`config.mk`:
```
export PLATFORM = sky130hd
export DESIGN_NAME = exu_lsu_ctrl_flat
export DESIGN_NICKNAME = d
export VERILOG_FILES = /design/src/rtl/exu_lsu_ctrl_if.sv /design/src/rtl/exu_lsu_ctrl.sv /design/src/flat_wrapper.sv
export SDC_FILE = /design/constraint.sdc
export NUM_CORES = 1
export LEC_CHECK = 0
export ABC_AREA = 1
export ABC_CLOCK_PERIOD_IN_PS = 1900
export CAP_MARGIN = 20
export CORE_UTILIZATION = 44
export DETAILED_ROUTE_END_ITERATION = 10
export HOLD_SLACK_MARGIN = 0.15
export PLACE_DENSITY_LB_ADDON = 0.08
export REMOVE_ABC_BUFFERS = 1
export SYNTH_ARGS = -nofsm -noshare
export SYNTH_HDL_FRONTEND = slang
export SYNTH_SLANG_ARGS = --single-unit
```
`constraint.sdc`:
```
create_clock -name clk -period 1.9 [get_ports clk]
set_input_delay 0.57 -clock clk [delete_from_list [all_inputs] [get_ports clk]]
set_output_delay 0.57 -clock clk [all_outputs]
set_load 0.005 [all_outputs]
```
`src/rtl/exu_lsu_ctrl_if.sv`:
```
// exu_lsu_ctrl_if: ALU-stage request, data-bus and writeback signals of the load/store controller
interface exu_lsu_ctrl_if;
    logic        i_valid;
    logic        o_ready;
    logic        i_mem_wen;
    logic        i_mem_ren;
    logic [31:0] i_mem_addr;
    logic [31:0] i_alu_res;
    logic [31:0] i_store_data;
    logic [2:0]  i_funct3;
    logic        i_rd_wen;
    logic [4:0]  i_rd_addr;
    logic        o_bus_req;
    logic        o_bus_we;
    logic [31:0] o_bus_addr;
    logic [31:0] o_bus_wdata;
    logic [3:0]  o_bus_be;
    logic        i_bus_gnt;
    logic        i_bus_rvalid;
    logic [31:0] i_bus_rdata;
    logic        o_wb_valid;
    logic        o_wb_rd_wen;
    logic [4:0]  o_wb_rd_addr;
    logic [31:0] o_wb_data;
    logic        o_misalign;
    logic        o_bus_err;

    modport slave (
        input  i_valid, i_mem_wen, i_mem_ren, i_mem_addr, i_alu_res, i_store_data,
        input  i_funct3, i_rd_wen, i_rd_addr, i_bus_gnt, i_bus_rvalid, i_bus_rdata,
        output o_ready, o_bus_req, o_bus_we, o_bus_addr, o_bus_wdata, o_bus_be,
        output o_wb_valid, o_wb_rd_wen, o_wb_rd_addr, o_wb_data, o_misalign, o_bus_err
    );

    modport master (
        output i_valid, i_mem_wen, i_mem_ren, i_mem_addr, i_alu_res, i_store_data,
        output i_funct3, i_rd_wen, i_rd_addr, i_bus_gnt, i_bus_rvalid, i_bus_rdata,
        input  o_ready, o_bus_req, o_bus_we, o_bus_addr, o_bus_wdata, o_bus_be,
        input  o_wb_valid, o_wb_rd_wen, o_wb_rd_addr, o_wb_data, o_misalign, o_bus_err
    );
endinterface

```
`src/rtl/exu_lsu_ctrl.sv`:
```
// exu_lsu_ctrl: load/store unit controller between the ALU stage, the data bus and register writeback
module exu_lsu_ctrl #(
    parameter logic [7:0] WAIT_MAX = 8'd255
) (
    input logic           clk,
    input logic           rst_n,
    exu_lsu_ctrl_if.slave lsu
);
    typedef enum logic [1:0] {IDLE, BUS_REQ, BUS_WAIT} state_t;

    state_t      state;
    logic [7:0]  cnt;
    logic [2:0]  funct3_q;
    logic [1:0]  off_q;
    logic        rd_wen_q;
    logic [4:0]  rd_addr_q;
    logic [1:0]  size;
    logic        misalign;
    logic [3:0]  be;
    logic [31:0] wdata;
    logic [31:0] shifted;
    logic [31:0] load_data;
    logic        timeout;

    assign lsu.o_ready = (state == IDLE);

    // Access decode at accept time and lane extraction of returning load data
    always_comb begin
        size      = lsu.i_funct3[1:0];
        misalign  = (size == 2'b01 && lsu.i_mem_addr[0]) || (size[1] && lsu.i_mem_addr[1:0] != 2'b00);
        be        = size == 2'b00 ? 4'b0001 << lsu.i_mem_addr[1:0] :
                    size == 2'b01 ? 4'b0011 << lsu.i_mem_addr[1:0] : 4'b1111;
        wdata     = size == 2'b00 ? {4{lsu.i_store_data[7:0]}} :
                    size == 2'b01 ? {2{lsu.i_store_data[15:0]}} : lsu.i_store_data;
        shifted   = lsu.i_bus_rdata >> {off_q, 3'b000};
        load_data = funct3_q[1:0] == 2'b00 ? {{24{~funct3_q[2] & shifted[7]}}, shifted[7:0]} :
                    funct3_q[1:0] == 2'b01 ? {{16{~funct3_q[2] & shifted[15]}}, shifted[15:0]} :
                    lsu.i_bus_rdata;
        timeout   = (cnt == WAIT_MAX - 8'd1);
    end

    // Controller FSM with registered bus and writeback outputs; wb_valid and flags pulse for one cycle
    always_ff @(posedge clk) begin
        if (!rst_n) begin
            state            <= IDLE;
            cnt              <= '0;
            funct3_q         <= '0;
            off_q            <= '0;
            rd_wen_q         <= 1'b0;
            rd_addr_q        <= '0;
            lsu.o_bus_req    <= 1'b0;
            lsu.o_bus_we     <= 1'b0;
            lsu.o_bus_addr   <= '0;
            lsu.o_bus_wdata  <= '0;
            lsu.o_bus_be     <= '0;
            lsu.o_wb_valid   <= 1'b0;
            lsu.o_wb_rd_wen  <= 1'b0;
            lsu.o_wb_rd_addr <= '0;
            lsu.o_wb_data    <= '0;
            lsu.o_misalign   <= 1'b0;
            lsu.o_bus_err    <= 1'b0;
        end else begin
            lsu.o_wb_valid <= 1'b0;
            lsu.o_misalign <= 1'b0;
            lsu.o_bus_err  <= 1'b0;
            case (state)
                IDLE: begin
                    if (lsu.i_valid) begin
                        funct3_q         <= lsu.i_funct3;
                        off_q            <= lsu.i_mem_addr[1:0];
                        rd_wen_q         <= lsu.i_rd_wen;
                        rd_addr_q        <= lsu.i_rd_addr;
                        lsu.o_wb_rd_addr <= lsu.i_rd_addr;
                        cnt              <= '0;
                        if (!lsu.i_mem_wen && !lsu.i_mem_ren) begin
                            lsu.o_wb_valid  <= 1'b1;
                            lsu.o_wb_rd_wen <= lsu.i_rd_wen;
                            lsu.o_wb_data   <= lsu.i_alu_res;
                        end else if (lsu.i_mem_wen && lsu.i_mem_ren) begin
                            lsu.o_wb_valid  <= 1'b1;
                            lsu.o_wb_rd_wen <= 1'b0;
                            lsu.o_bus_err   <= 1'b1;
                        end else if (misalign) begin
                            lsu.o_wb_valid  <= 1'b1;
                            lsu.o_wb_rd_wen <= 1'b0;
                            lsu.o_misalign  <= 1'b1;
                        end else begin
                            state           <= BUS_REQ;
                            lsu.o_bus_req   <= 1'b1;
                            lsu.o_bus_we    <= lsu.i_mem_wen;
                            lsu.o_bus_addr  <= {lsu.i_mem_addr[31:2], 2'b00};
                            lsu.o_bus_be    <= be;
                            lsu.o_bus_wdata <= wdata;
                        end
                    end
                end
                BUS_REQ: begin
                    if (lsu.i_bus_gnt) begin
                        lsu.o_bus_req <= 1'b0;
                        cnt           <= '0;
                        if (lsu.o_bus_we) begin
                            state           <= IDLE;
                            lsu.o_wb_valid  <= 1'b1;
                            lsu.o_wb_rd_wen <= 1'b0;
                        end else begin
                            state <= BUS_WAIT;
                        end
                    end else if (timeout) begin
                        state           <= IDLE;
                        lsu.o_bus_req   <= 1'b0;
                        lsu.o_wb_valid  <= 1'b1;
                        lsu.o_wb_rd_wen <= 1'b0;
                        lsu.o_bus_err   <= 1'b1;
                    end else begin
                        cnt <= cnt + 8'd1;
                    end
                end
                BUS_WAIT: begin
                    if (lsu.i_bus_rvalid) begin
                        state           <= IDLE;
                        lsu.o_wb_valid  <= 1'b1;
                        lsu.o_wb_rd_wen <= rd_wen_q;
                        lsu.o_wb_rd_addr <= rd_addr_q;
                        lsu.o_wb_data   <= load_data;
                    end else if (timeout) begin
                        state           <= IDLE;
                        lsu.o_wb_valid  <= 1'b1;
                        lsu.o_wb_rd_wen <= 1'b0;
                        lsu.o_bus_err   <= 1'b1;
                    end else begin
                        cnt <= cnt + 8'd1;
                    end
                end
                default: state <= IDLE;
            endcase
        end
    end
endmodule

```
`src/flat_wrapper.sv`:
```
// flat-port wrapper written by rule: the top's interface ports become plain ports
module exu_lsu_ctrl_flat 
#(
    parameter logic [7:0] WAIT_MAX = 8'd255
)
  (clk, rst_n, lsu_i_valid, lsu_i_mem_wen, lsu_i_mem_ren, lsu_i_mem_addr, lsu_i_alu_res, lsu_i_store_data, lsu_i_funct3, lsu_i_rd_wen, lsu_i_rd_addr, lsu_i_bus_gnt, lsu_i_bus_rvalid, lsu_i_bus_rdata, lsu_o_ready, lsu_o_bus_req, lsu_o_bus_we, lsu_o_bus_addr, lsu_o_bus_wdata, lsu_o_bus_be, lsu_o_wb_valid, lsu_o_wb_rd_wen, lsu_o_wb_rd_addr, lsu_o_wb_data, lsu_o_misalign, lsu_o_bus_err);
  exu_lsu_ctrl_if lsu_i ();
  input logic clk;
  input logic rst_n;
  input wire logic [$bits(lsu_i.i_valid)-1:0] lsu_i_valid;
  input wire logic [$bits(lsu_i.i_mem_wen)-1:0] lsu_i_mem_wen;
  input wire logic [$bits(lsu_i.i_mem_ren)-1:0] lsu_i_mem_ren;
  input wire logic [$bits(lsu_i.i_mem_addr)-1:0] lsu_i_mem_addr;
  input wire logic [$bits(lsu_i.i_alu_res)-1:0] lsu_i_alu_res;
  input wire logic [$bits(lsu_i.i_store_data)-1:0] lsu_i_store_data;
  input wire logic [$bits(lsu_i.i_funct3)-1:0] lsu_i_funct3;
  input wire logic [$bits(lsu_i.i_rd_wen)-1:0] lsu_i_rd_wen;
  input wire logic [$bits(lsu_i.i_rd_addr)-1:0] lsu_i_rd_addr;
  input wire logic [$bits(lsu_i.i_bus_gnt)-1:0] lsu_i_bus_gnt;
  input wire logic [$bits(lsu_i.i_bus_rvalid)-1:0] lsu_i_bus_rvalid;
  input wire logic [$bits(lsu_i.i_bus_rdata)-1:0] lsu_i_bus_rdata;
  output wire logic [$bits(lsu_i.o_ready)-1:0] lsu_o_ready;
  output wire logic [$bits(lsu_i.o_bus_req)-1:0] lsu_o_bus_req;
  output wire logic [$bits(lsu_i.o_bus_we)-1:0] lsu_o_bus_we;
  output wire logic [$bits(lsu_i.o_bus_addr)-1:0] lsu_o_bus_addr;
  output wire logic [$bits(lsu_i.o_bus_wdata)-1:0] lsu_o_bus_wdata;
  output wire logic [$bits(lsu_i.o_bus_be)-1:0] lsu_o_bus_be;
  output wire logic [$bits(lsu_i.o_wb_valid)-1:0] lsu_o_wb_valid;
  output wire logic [$bits(lsu_i.o_wb_rd_wen)-1:0] lsu_o_wb_rd_wen;
  output wire logic [$bits(lsu_i.o_wb_rd_addr)-1:0] lsu_o_wb_rd_addr;
  output wire logic [$bits(lsu_i.o_wb_data)-1:0] lsu_o_wb_data;
  output wire logic [$bits(lsu_i.o_misalign)-1:0] lsu_o_misalign;
  output wire logic [$bits(lsu_i.o_bus_err)-1:0] lsu_o_bus_err;
  assign lsu_i.i_valid = lsu_i_valid;
  assign lsu_i.i_mem_wen = lsu_i_mem_wen;
  assign lsu_i.i_mem_ren = lsu_i_mem_ren;
  assign lsu_i.i_mem_addr = lsu_i_mem_addr;
  assign lsu_i.i_alu_res = lsu_i_alu_res;
  assign lsu_i.i_store_data = lsu_i_store_data;
  assign lsu_i.i_funct3 = lsu_i_funct3;
  assign lsu_i.i_rd_wen = lsu_i_rd_wen;
  assign lsu_i.i_rd_addr = lsu_i_rd_addr;
  assign lsu_i.i_bus_gnt = lsu_i_bus_gnt;
  assign lsu_i.i_bus_rvalid = lsu_i_bus_rvalid;
  assign lsu_i.i_bus_rdata = lsu_i_bus_rdata;
  assign lsu_o_ready = lsu_i.o_ready;
  assign lsu_o_bus_req = lsu_i.o_bus_req;
  assign lsu_o_bus_we = lsu_i.o_bus_we;
  assign lsu_o_bus_addr = lsu_i.o_bus_addr;
  assign lsu_o_bus_wdata = lsu_i.o_bus_wdata;
  assign lsu_o_bus_be = lsu_i.o_bus_be;
  assign lsu_o_wb_valid = lsu_i.o_wb_valid;
  assign lsu_o_wb_rd_wen = lsu_i.o_wb_rd_wen;
  assign lsu_o_wb_rd_addr = lsu_i.o_wb_rd_addr;
  assign lsu_o_wb_data = lsu_i.o_wb_data;
  assign lsu_o_misalign = lsu_i.o_misalign;
  assign lsu_o_bus_err = lsu_i.o_bus_err;
  exu_lsu_ctrl #(.WAIT_MAX(WAIT_MAX)) u_core (.clk(clk), .rst_n(rst_n), .lsu(lsu_i));
endmodule
```
==> metrics.cfg <==
[timing]
worst_hold_slack_ps = 464
hold_violations = 0
drv_slew = 0
clock_skew_ps = 9.70
finalCriticalPeriod_ps = 1860
finalWorstSetupSlack_ps = 37.8
fmax_mhz = 537
min_period_over_period = 0.980
setup_violations = 0

[yosys]
synthTopCellsByArea = dfxtp_1, nand2_1, o21ai_0, nor2_1, a21oi_1
synth_commonest_cells = nand2_1, nor2_1, dfxtp_1
synth_area_sq_um = 6360
avgSynthCellArea_sq_um = 6.91
synthMostInstantiatedCell = nand2_1
muxShareOfSynthArea = 0
netlist_instances = 921
synth_simple_gate_area_frac = 0.280
synth_xor_area_frac = 0.00138
synthArstFlopShare = 0
synth_top_family_by_area = simple AND/OR/NAND/NOR gates
synthAdderAreaFrac = 0.0197
synth-compound-area-share = 0.217
synth.largest_area_cell = dfxtp_1
synth_cell_types = 35
synth_seq_cells = 130
synth_top_cell_area_share = 0.409
synth-seq-area-share = 0.409
yosysWarningCount = 0
synth_edf_count = 0
synth_flop_cell = dfxtp_1

[route]
drt-vias-per-instance = 5.17
dr.pass1.iters = 5
drt_iter0_markers = 477
top_layer_used = met4
drc = 0
wl_per_cell_um = 14.9
wl_met3_um = 1840
drtAntennaViolNets = 0
wl_met1_um = 8740
dr_wl_met2_um = 9800
vias = 7215
routed_wl_um = 20800

[setup_path]
crit_type = reg -> out
r2r_start = u_core.state[1]
crit_fanout = 2
cp-end-kind = primary output
slowest_stage = clkdlybuf4s50_1
worstPathArrival_ps = 1290
crit_buf_inv = 1
critPathLaunchType = register
cp_cell_sequence = clkdlybuf4s50_1
critPathTopFamily = buffers and inverters
worstPathRequired_ps = 1330
slowest_delay_ps = 540
cp-startpoint = u_core.lsu.o_bus_wdata[12]

[place]
gp_congestion = 0.873
hpwl_um = 14200
place_ws_ps = -474
numPortBuffers = 253

[layout]
fill_cells = 1191
regArea_sq_um = 2610
n_antenna_cell = 0
drive_gt1_frac = 0.121
final_nets = 1356
area_growth_pct = 60.2
multiInputGateArea_sq_um = 3340

[floorplan]
die_width_um = 122
fp.dieH_um = 122
die_area_sq_um = 15000
start_util = 0.455
coreArea_sq_um = 14000
io_pins = 256
row_count = 43

[power]
p_int_mw = 6.77
combPwrFrac = 0.280
clockPowerShare = 0.373
power_density_nw_per_um2 = 921
power.switching_mw = 2.62
swShare = 0.279
pwr-share-seq = 0.346
vdd_drop_max_mv = 0.588
p_leak_nw = 4.57

[job]
max_cap_viol_count = 0

[worst_hold_path]
min-delay-start = u_core.lsu.o_bus_req
min_path_type = reg -> reg

[global_route]
grt_use_total = 0.271
antenna_found_initial = 0
grt_pass1_vias = 6516
grt_pass1_wl_um = 31600
grt_max_degree = 54
grt_remaining_overflow = 0

[cts]
numCtsBuffers = 17
root_buffer = clkbuf_16
cts_sinks = 130
cts_tree = done
clockBufferDepth = 2
clkLatencyLatePin_ps = 420
postCtsHoldBufs = 0
clkTransAtPathRegs_ps = 60
h-tree-depth = 4

[run_status]
status = finished clean

metal layers:
| layer | vias up | track usage |
|---|---|---|
| met2 | 287 | 0.443 |
| met1 | 3288 | 0.339 |
| met4 | 0 | 0.101 |
| li1 | 3612 | - |
| met5 | - | 0 |
| met3 | 28 | 0.0762 |
cell usage in the layout (no fill, tap or decap), types with 2 or more instances in the layout:
cell,Yosys,final
dlymetal6s2s_1,0,8
nor2_1,134,134
a211oi_2,3,3
conb_1,1,2
or2_2,17,17
bufinv_16,0,4
dfxtp_1,130,128
o21ai_0,118,115
inv_1,39,34
ha_1,10,7
inv_2,5,10
o21ai_2,1,2
nor2_2,4,3
a31oi_1,6,6
dfxtp_2,0,2
buf_4,8,50
ha_2,0,2
clkbuf_16,0,21
dlygate4sd2_1,0,2
buf_6,3,6
o211a_1,16,16
clkbuf_1,28,3
clkinv_2,0,3
nand3_1,53,53
o211ai_1,8,8
nand2_2,3,4
o22ai_1,4,4
clkdlybuf4s50_1,0,242
o21ai_1,5,7
buf_12,0,7
nand2_1,212,211
a21oi_1,82,81
clkbuf_8,0,3
nor3_1,2,2
flip-flops by register name (all words and copies together) (netlist names):
name	cells
u_core.lsu.o_bus_addr	30
u_core.off_q	2
u_core.rd_addr_q	5
u_core.funct3_q	3
u_core.cnt	8
u_core.lsu.o_misalign	1
u_core.state	2
u_core.rd_wen_q	1
u_core.lsu.o_wb_rd_wen	1
u_core.lsu.o_wb_data	32
u_core.lsu.o_wb_valid	1
u_core.lsu.o_bus_req	1
u_core.lsu.o_bus_wdata	32
u_core.lsu.o_wb_rd_addr	5
u_core.lsu.o_bus_we	1
u_core.lsu.o_bus_be	4
u_core.lsu.o_bus_err	1
stage by stage:
stage / cell area [sq um] / cells / setup TNS (ps) / utilization / power, mW
floorplan: 6070 / 863 / -128010 / - / 4.31
global placement: 9350 / 1353 / -33380 / 0.668 / 5.78
detailed placement: 9350 / 1353 / -35900 / 0.668 / 5.80
CTS: 10000 / 1389 / 0 / 0.716 / 9.35
global route: 10200 / 1395 / -6.84 / 0.729 / 9.87
finish: 10200 / 1395 / 0 / 0.729 / 9.39
path summary, 6_finish.rpt:
| kind | slack (ps) | cells past startpoint | endpoint |
|---|---|---|---|
| hold / removal | 460 | 2 | u_core.lsu.o_bus_req |
| setup / recovery | 40 | 1 | lsu_o_bus_wdata[12] |
| setup reg to reg | 150 | 11 | u_core.lsu.o_wb_data[18] |
| hold reg to reg | 460 | 2 | u_core.lsu.o_bus_req |
worst register-to-register path: stages, from the launching register on:
cell	delay, ps
dfxtp_1	310
inv_2	90
ha_4	140
buf_4	140
buf_4	140
nor2_1	40
nor2_1	120
nand2_2	90
a21oi_4	140
buf_12	210
o21ai_0	140
a21oi_1	130
power by group through the flow:
stage	combinational (mW)	clock (mW)	sequential [mW]
after detailed placement	2.51	0	3.29
after CTS	2.55	3.56	3.25
final	2.63	3.51	3.25
after global placement	2.49	0	3.29
after global routing	2.90	3.69	3.28
after floorplan	0.969	0	3.34
what timing repair did:
| action | in CTS | in global routing |
|---|---|---|
| setup buffers | 4 | 0 |
| pin swaps | 1 | 3 |
| endpoints found under the setup margin | 24 | 103 |
| cloned | 0 | 6 |
| gates resized for setup | 7 | 27 |
logic make-up after synthesis:
group	Yosys count
xor+xnor	1
fa+ha+maj	10
flops	130
other cells	1
compound gates	246
simple gates	430
buf+inv	103
area by class of cell:
| class | instances | area share |
|---|---|---|
| flip-flops and latches | 130 | 0.255 |
| clock inverters | 9 | 0.0148 |
| well taps | 180 | 0.0221 |
| multi-input cells | 689 | 0.328 |
| clock buffers | 23 | 0.0469 |
| inverters | 44 | 0.0162 |
| repair buffers | 320 | 0.317 |
Note: power is estimated with default switching activity, not from simulation.
